===== config.mk =====
export PLATFORM = sky130hd
export DESIGN_NAME = fetch_unit
export DESIGN_NICKNAME = d
export VERILOG_FILES = /design/src/rtl/riscv_pkg.sv /design/src/rtl/pc_reg.sv /design/src/rtl/fetch_unit.sv
export SDC_FILE = /design/constraint.sdc
export NUM_CORES = 1
export LEC_CHECK = 0
export CAP_MARGIN = 25
export CORE_UTILIZATION = 40
export DETAILED_ROUTE_END_ITERATION = 7
export PLACE_DENSITY_LB_ADDON = 0.05
export SYNTH_ARGS = -nofsm -noshare
export SYNTH_HDL_FRONTEND = slang
export SYNTH_SLANG_ARGS = --single-unit

===== constraint.sdc =====
create_clock -name clk -period 2.55 [get_ports clk]
set_input_delay 0.255 -clock clk [delete_from_list [all_inputs] [get_ports clk]]
set_output_delay 0.255 -clock clk [all_outputs]
set_load 0.1 [all_outputs]

===== src/rtl/riscv_pkg.sv =====
// -----------------------------------------------------------------------------
// riscv_pkg
// Shared constants for the instruction fetch path.
//   NOP_INSTR        : canonical RV32I NOP (addi x0, x0, 0), used as the bubble
//   DEFAULT_RESET_PC : PC loaded on reset unless the instance overrides it
//   INSTR_BYTES      : byte stride between sequential instruction words
// -----------------------------------------------------------------------------
package riscv_pkg;

    localparam logic [31:0] NOP_INSTR        = 32'h0000_0013;
    localparam logic [31:0] DEFAULT_RESET_PC = 32'h0000_0000;
    localparam logic [31:0] INSTR_BYTES      = 32'd4;

endpackage : riscv_pkg


===== src/rtl/pc_reg.sv =====
// -----------------------------------------------------------------------------
// pc_reg
// Program counter register with next-PC priority: rst > redirect > stall >
// sequential (+4, wrapping modulo 2^ADDRESS_WIDTH). The PC is always
// word-aligned: the low two bits of the reset value and of redirect targets
// are cleared before they are loaded.
// Ports:
//   clk             : rising-edge clock
//   rst             : synchronous active-high reset
//   stall           : hold the current PC
//   redirect        : load PC from redirect_target (wins over stall)
//   redirect_target : branch/jump byte address
//   pc              : current fetch byte address (registered)
// -----------------------------------------------------------------------------
module pc_reg
    import riscv_pkg::*;
#(
    parameter int unsigned                ADDRESS_WIDTH = 32,
    parameter logic [ADDRESS_WIDTH-1:0]   RESET_PC      = ADDRESS_WIDTH'(DEFAULT_RESET_PC)
) (
    input  logic                     clk,
    input  logic                     rst,
    input  logic                     stall,
    input  logic                     redirect,
    input  logic [ADDRESS_WIDTH-1:0] redirect_target,
    output logic [ADDRESS_WIDTH-1:0] pc
);

    // Clearing the two low bits keeps every fetch address word-aligned.
    localparam logic [ADDRESS_WIDTH-1:0] ALIGN_MASK       = ~ADDRESS_WIDTH'(32'd3);
    localparam logic [ADDRESS_WIDTH-1:0] RESET_PC_ALIGNED = RESET_PC & ALIGN_MASK;
    localparam logic [ADDRESS_WIDTH-1:0] PC_STEP          = ADDRESS_WIDTH'(INSTR_BYTES);

    logic [ADDRESS_WIDTH-1:0] pc_r;
    logic [ADDRESS_WIDTH-1:0] pc_next_s;

    // Next-PC selection; reset is applied in the register process.
    always_comb begin
        pc_next_s = pc_r;
        if (redirect) begin
            pc_next_s = redirect_target & ALIGN_MASK;
        end else if (stall) begin
            pc_next_s = pc_r;
        end else begin
            // Natural overflow of the adder gives the required wrap to zero.
            pc_next_s = pc_r + PC_STEP;
        end
    end

    // PC state register with synchronous reset.
    always_ff @(posedge clk) begin
        if (rst) begin
            pc_r <= RESET_PC_ALIGNED;
        end else begin
            pc_r <= pc_next_s;
        end
    end

    assign pc = pc_r;

endmodule : pc_reg


===== src/rtl/fetch_unit.sv =====
// -----------------------------------------------------------------------------
// fetch_unit
// Instruction fetch stage: drives the PC to instruction memory and captures
// the returned word plus its PC into the IF/ID pipeline register.
// Ports:
//   clk, rst          : rising-edge clock, synchronous active-high reset
//   stall_i           : hold PC and IF/ID (hazard stall)
//   flush_i           : load a bubble into IF/ID
//   redirect_i        : take branch/jump to redirect_target_i; squashes IF/ID
//   redirect_target_i : branch/jump target byte address
//   instruction_i     : combinational memory word for pc_o
//   pc_o              : current fetch address
//   if_id_instr_o     : latched instruction
//   if_id_pc_o        : PC of latched instruction
//   if_id_pc4_o       : if_id_pc_o + 4 (0 for a bubble)
//   if_id_valid_o     : latched instruction is real, not a bubble
//   fetch_count_o     : number of valid instructions latched (wraps at 2^32)
// -----------------------------------------------------------------------------
module fetch_unit
    import riscv_pkg::*;
#(
    parameter int unsigned                DATA_WIDTH    = 32,
    parameter int unsigned                ADDRESS_WIDTH = 32,
    parameter logic [ADDRESS_WIDTH-1:0]   RESET_PC      = ADDRESS_WIDTH'(DEFAULT_RESET_PC)
) (
    input  logic                     clk,
    input  logic                     rst,
    input  logic                     stall_i,
    input  logic                     flush_i,
    input  logic                     redirect_i,
    input  logic [ADDRESS_WIDTH-1:0] redirect_target_i,
    input  logic [DATA_WIDTH-1:0]    instruction_i,
    output logic [ADDRESS_WIDTH-1:0] pc_o,
    output logic [DATA_WIDTH-1:0]    if_id_instr_o,
    output logic [ADDRESS_WIDTH-1:0] if_id_pc_o,
    output logic [ADDRESS_WIDTH-1:0] if_id_pc4_o,
    output logic                     if_id_valid_o,
    output logic [31:0]              fetch_count_o
);

    localparam logic [DATA_WIDTH-1:0]    BUBBLE_INSTR = DATA_WIDTH'(NOP_INSTR);
    localparam logic [ADDRESS_WIDTH-1:0] PC_STEP      = ADDRESS_WIDTH'(INSTR_BYTES);

    logic [ADDRESS_WIDTH-1:0] pc_s;
    logic [ADDRESS_WIDTH-1:0] pc_plus4_s;

    logic [DATA_WIDTH-1:0]    if_id_instr_r;
    logic [ADDRESS_WIDTH-1:0] if_id_pc_r;
    logic [ADDRESS_WIDTH-1:0] if_id_pc4_r;
    logic                     if_id_valid_r;
    logic [31:0]              fetch_count_r;

    pc_reg #(
        .ADDRESS_WIDTH (ADDRESS_WIDTH),
        .RESET_PC      (RESET_PC)
    ) u_pc_reg (
        .clk             (clk),
        .rst             (rst),
        .stall           (stall_i),
        .redirect        (redirect_i),
        .redirect_target (redirect_target_i),
        .pc              (pc_s)
    );

    assign pc_plus4_s = pc_s + PC_STEP;

    // IF/ID register and valid-fetch counter. Redirect or flush squash the
    // word on the wrong path even while stalled; a plain stall holds.
    always_ff @(posedge clk) begin
        if (rst) begin
            if_id_instr_r <= BUBBLE_INSTR;
            if_id_pc_r    <= '0;
            if_id_pc4_r   <= '0;
            if_id_valid_r <= 1'b0;
            fetch_count_r <= 32'd0;
        end else if (redirect_i || flush_i) begin
            if_id_instr_r <= BUBBLE_INSTR;
            if_id_pc_r    <= '0;
            if_id_pc4_r   <= '0;
            if_id_valid_r <= 1'b0;
            fetch_count_r <= fetch_count_r;
        end else if (stall_i) begin
            if_id_instr_r <= if_id_instr_r;
            if_id_pc_r    <= if_id_pc_r;
            if_id_pc4_r   <= if_id_pc4_r;
            if_id_valid_r <= if_id_valid_r;
            fetch_count_r <= fetch_count_r;
        end else begin
            if_id_instr_r <= instruction_i;
            if_id_pc_r    <= pc_s;
            if_id_pc4_r   <= pc_plus4_s;
            if_id_valid_r <= 1'b1;
            fetch_count_r <= fetch_count_r + 32'd1;
        end
    end

    assign pc_o          = pc_s;
    assign if_id_instr_o = if_id_instr_r;
    assign if_id_pc_o    = if_id_pc_r;
    assign if_id_pc4_o   = if_id_pc4_r;
    assign if_id_valid_o = if_id_valid_r;
    assign fetch_count_o = fetch_count_r;

endmodule : fetch_unit


==> metrics <==
slew margin rel.=0.609; Worst R2R Start=u_pc_reg.pc[16]; Buffers on Ports=221; DR WL/cell=about 17 um; worst r2r dst=u_pc_reg.pc[31]; Worst R2R Path Depth=4; Die Span Y=about 130 um; CP peak stage delay=0.58 ns; delay-heaviest family, CP=simple AND/OR/NAND/NOR gates; synthesis-stage register bit count=about 160; via total after detailed routing=around 6,600; Global Route Usage Sum=0.233; Root Driver=clkbuf_16; # rows=47; worst skew pair latency=between 0.4 and 0.5 ns; hold endpoint=fetch_count_o[10]; highest-delay cell along the critical path=or4_1; Placeable Area=approximately 17,000 um2; Post-CTS Setup Repair Bufs=0; grt ovf=0; Setup Total Neg Slack=0 ns; Overall Power=approximately 6.2 mW; io pins=230; synthesized area per cell=between 8 and 9 um2; Final Slew Violations=0; design area=slightly below 10,000 um2; layout cells sized above 1=0.267; Placer Congestion=between 0.8 and 0.9; Top FF cell, synth=dfxtp_1; number of DRC markers in iteration 0=361; Vias/cell=~5.3; Final nets=about 1,100; Worst setup startpoint=u_pc_reg.pc[16]; critical path type=reg -> reg; WP buf/inv=0; area grow syn2layout=40.0%; Post-CTS Hold Buffers=0; Netlist cell types=48; commonest non-fill, non-tap cell in the layout=buf_4; endpoints failing setup=0; cell count after synthesis=between 800 and 900; commonest non-fill, non-tap cells in the layout=200 x buf_4, 125 x dfxtp_1, 98 x nor2_1, 64 x clkdlybuf4s50_1, 58 x mux2i_1; vias in the first global route=roughly 6,100; H-tree depth=4; # diodes=0; Crit. End Element=flop; DRT Wirelength=between 20,000 and 25,000 um; Worst-path clk slew=around 0.06 ns; number of remaining DRC errors=0; Worst Skew=roughly 0.0083 ns; synth warn=0; Hold Path Origin=rst; Fmax=445 MHz; clk sinks=155; CTS tree=built; cells along the critical path=nand4_1 > or4_1 > or4_1 > a311oi_1; ys async rst share=0; RSZ-0062 raised after global routing=no; DR pass1 iterations=5; MaxCap Viol Count=0; pwr/cell area=around 640 nW/um2; R2R setup slack=between 0.3 and 0.4 ns; CTS resizes=0; Arr. time, crit path=around 2.6 ns; Leak=approximately 3.9 nW; Hold Path Stages=2; CP Depth=4; Worst IR Drop VDD=a little over 500 uV; status=finished, final reports clean; global-route wire length before repair=32,800 um; largest net degree at the start of global routing=41; Post-Syn Area=roughly 7000 um2; hold slack=around 0.30 ns; ANT nets after route=0; Detail Placement HPWL=14,800 um; CTS Buf Count=17; Max Fanout on Critical Path=9; final hold viol count=0; HP Class=in -> reg; CP most frequent cell=or4_1; Tcrit/Tclk final=0.882; initial antenna violation count=0; sequential-to-total area share from yosys stat=0.445; number of synthesized flops with an enable pin=0; die width=between 100 and 150 um; clk buf depth=2; die area=between 15,000 and 20,000 um2; Slew @ Worst Pin=about 0.6 ns; placed instance area=roughly 9100 um2; Initial Util=0.414; CP required=2.88 ns; Setup crit start kind=flop; min cycle time layout=between 2 and 2.5 ns
[per-stage QoR]
step,std cells,setup WS [ns],utilization
finish,1250,0.301,0.580
floorplan,806,-0.0549,-
global route,1250,0.182,0.580
detailed placement,1218,0.0611,0.543
global placement,1218,0.0672,0.543
CTS,1250,0.350,0.580
[power breakdown]
part	switching (mW)	internal, mW	total [mW]
combinational	0.700	0.285	0.985
clock	1.01	1.67	2.68
sequential	0.0803	2.49	2.57
[cell type report]
type / count / area [um2]
inverter: 19 / 71.3
tap: 220 / 275
sequential: 155 / 3140
clock buffer: 22 / 494
clock inverter: 10 / 136
fill: 1576 / 7060
multi-input combinational: 559 / 3490
timing repair buffer: 265 / 2150
[cell usage after synthesis (5+ instances only)]
cell type,n,area share
or3_1,16,0.014
nor4_1,16,0.014
buf_2,12,0.0086
inv_1,19,0.010
a2111oi_0,5,0.0063
a211oi_1,16,0.017
xnor2_1,25,0.031
nor3_1,19,0.014
a221oi_1,5,0.0063
buf_4,7,0.0075
mux2i_1,58,0.083
a21oi_1,54,0.039
clkbuf_1,45,0.024
nand4_1,20,0.018
a31oi_1,5,0.0045
buf_1,7,0.0038
nor2_1,98,0.053
nand3_1,20,0.014
o31ai_1,16,0.017
nand2_1,46,0.025
or4_1,24,0.026
nor2b_1,5,0.0045
and3_1,5,0.0045
and4_1,11,0.014
xor2_1,6,0.0075
dfxtp_1,155,0.45
a311oi_1,11,0.014
o21ai_0,45,0.032
[worst max-delay path by stage]
| stage | end | slack (ns) |
|---|---|---|
| floorplan | u_pc_reg.pc[31] | -0.05 |
| global placement | fetch_count_o[21] | 0.07 |
| detailed placement | fetch_count_o[9] | 0.06 |
| CTS | u_pc_reg.pc[31] | 0.35 |
| global route | u_pc_reg.pc[16] | 0.18 |
| finish | u_pc_reg.pc[31] | 0.30 |
[layer usage]
| metal | up-vias | part of all wire | global-route usage |
|---|---|---|---|
| li1 | 3317 | - | - |
| met1 | 3031 | 0.47 | 0.315 |
| met2 | 221 | 0.45 | 0.362 |
| met3 | 20 | 0.074 | 0.0590 |
| met4 | 0 | 0.013 | 0.0726 |
| met5 | - | 0 | 0 |
[kinds of logic after synthesis]
kind of cell / after synthesis / synth area share
flops: 155 / 0.445
xor+xnor: 31 / 0.0390
simple gates: 294 / 0.220
compound gates: 166 / 0.148
fa+ha+maj: 2 / 0.00359
other cells: 1 / 0.000538
buf+inv: 92 / 0.0576
mux: 60 / 0.0865
Note: power is estimated with default switching activity, not from simulation.
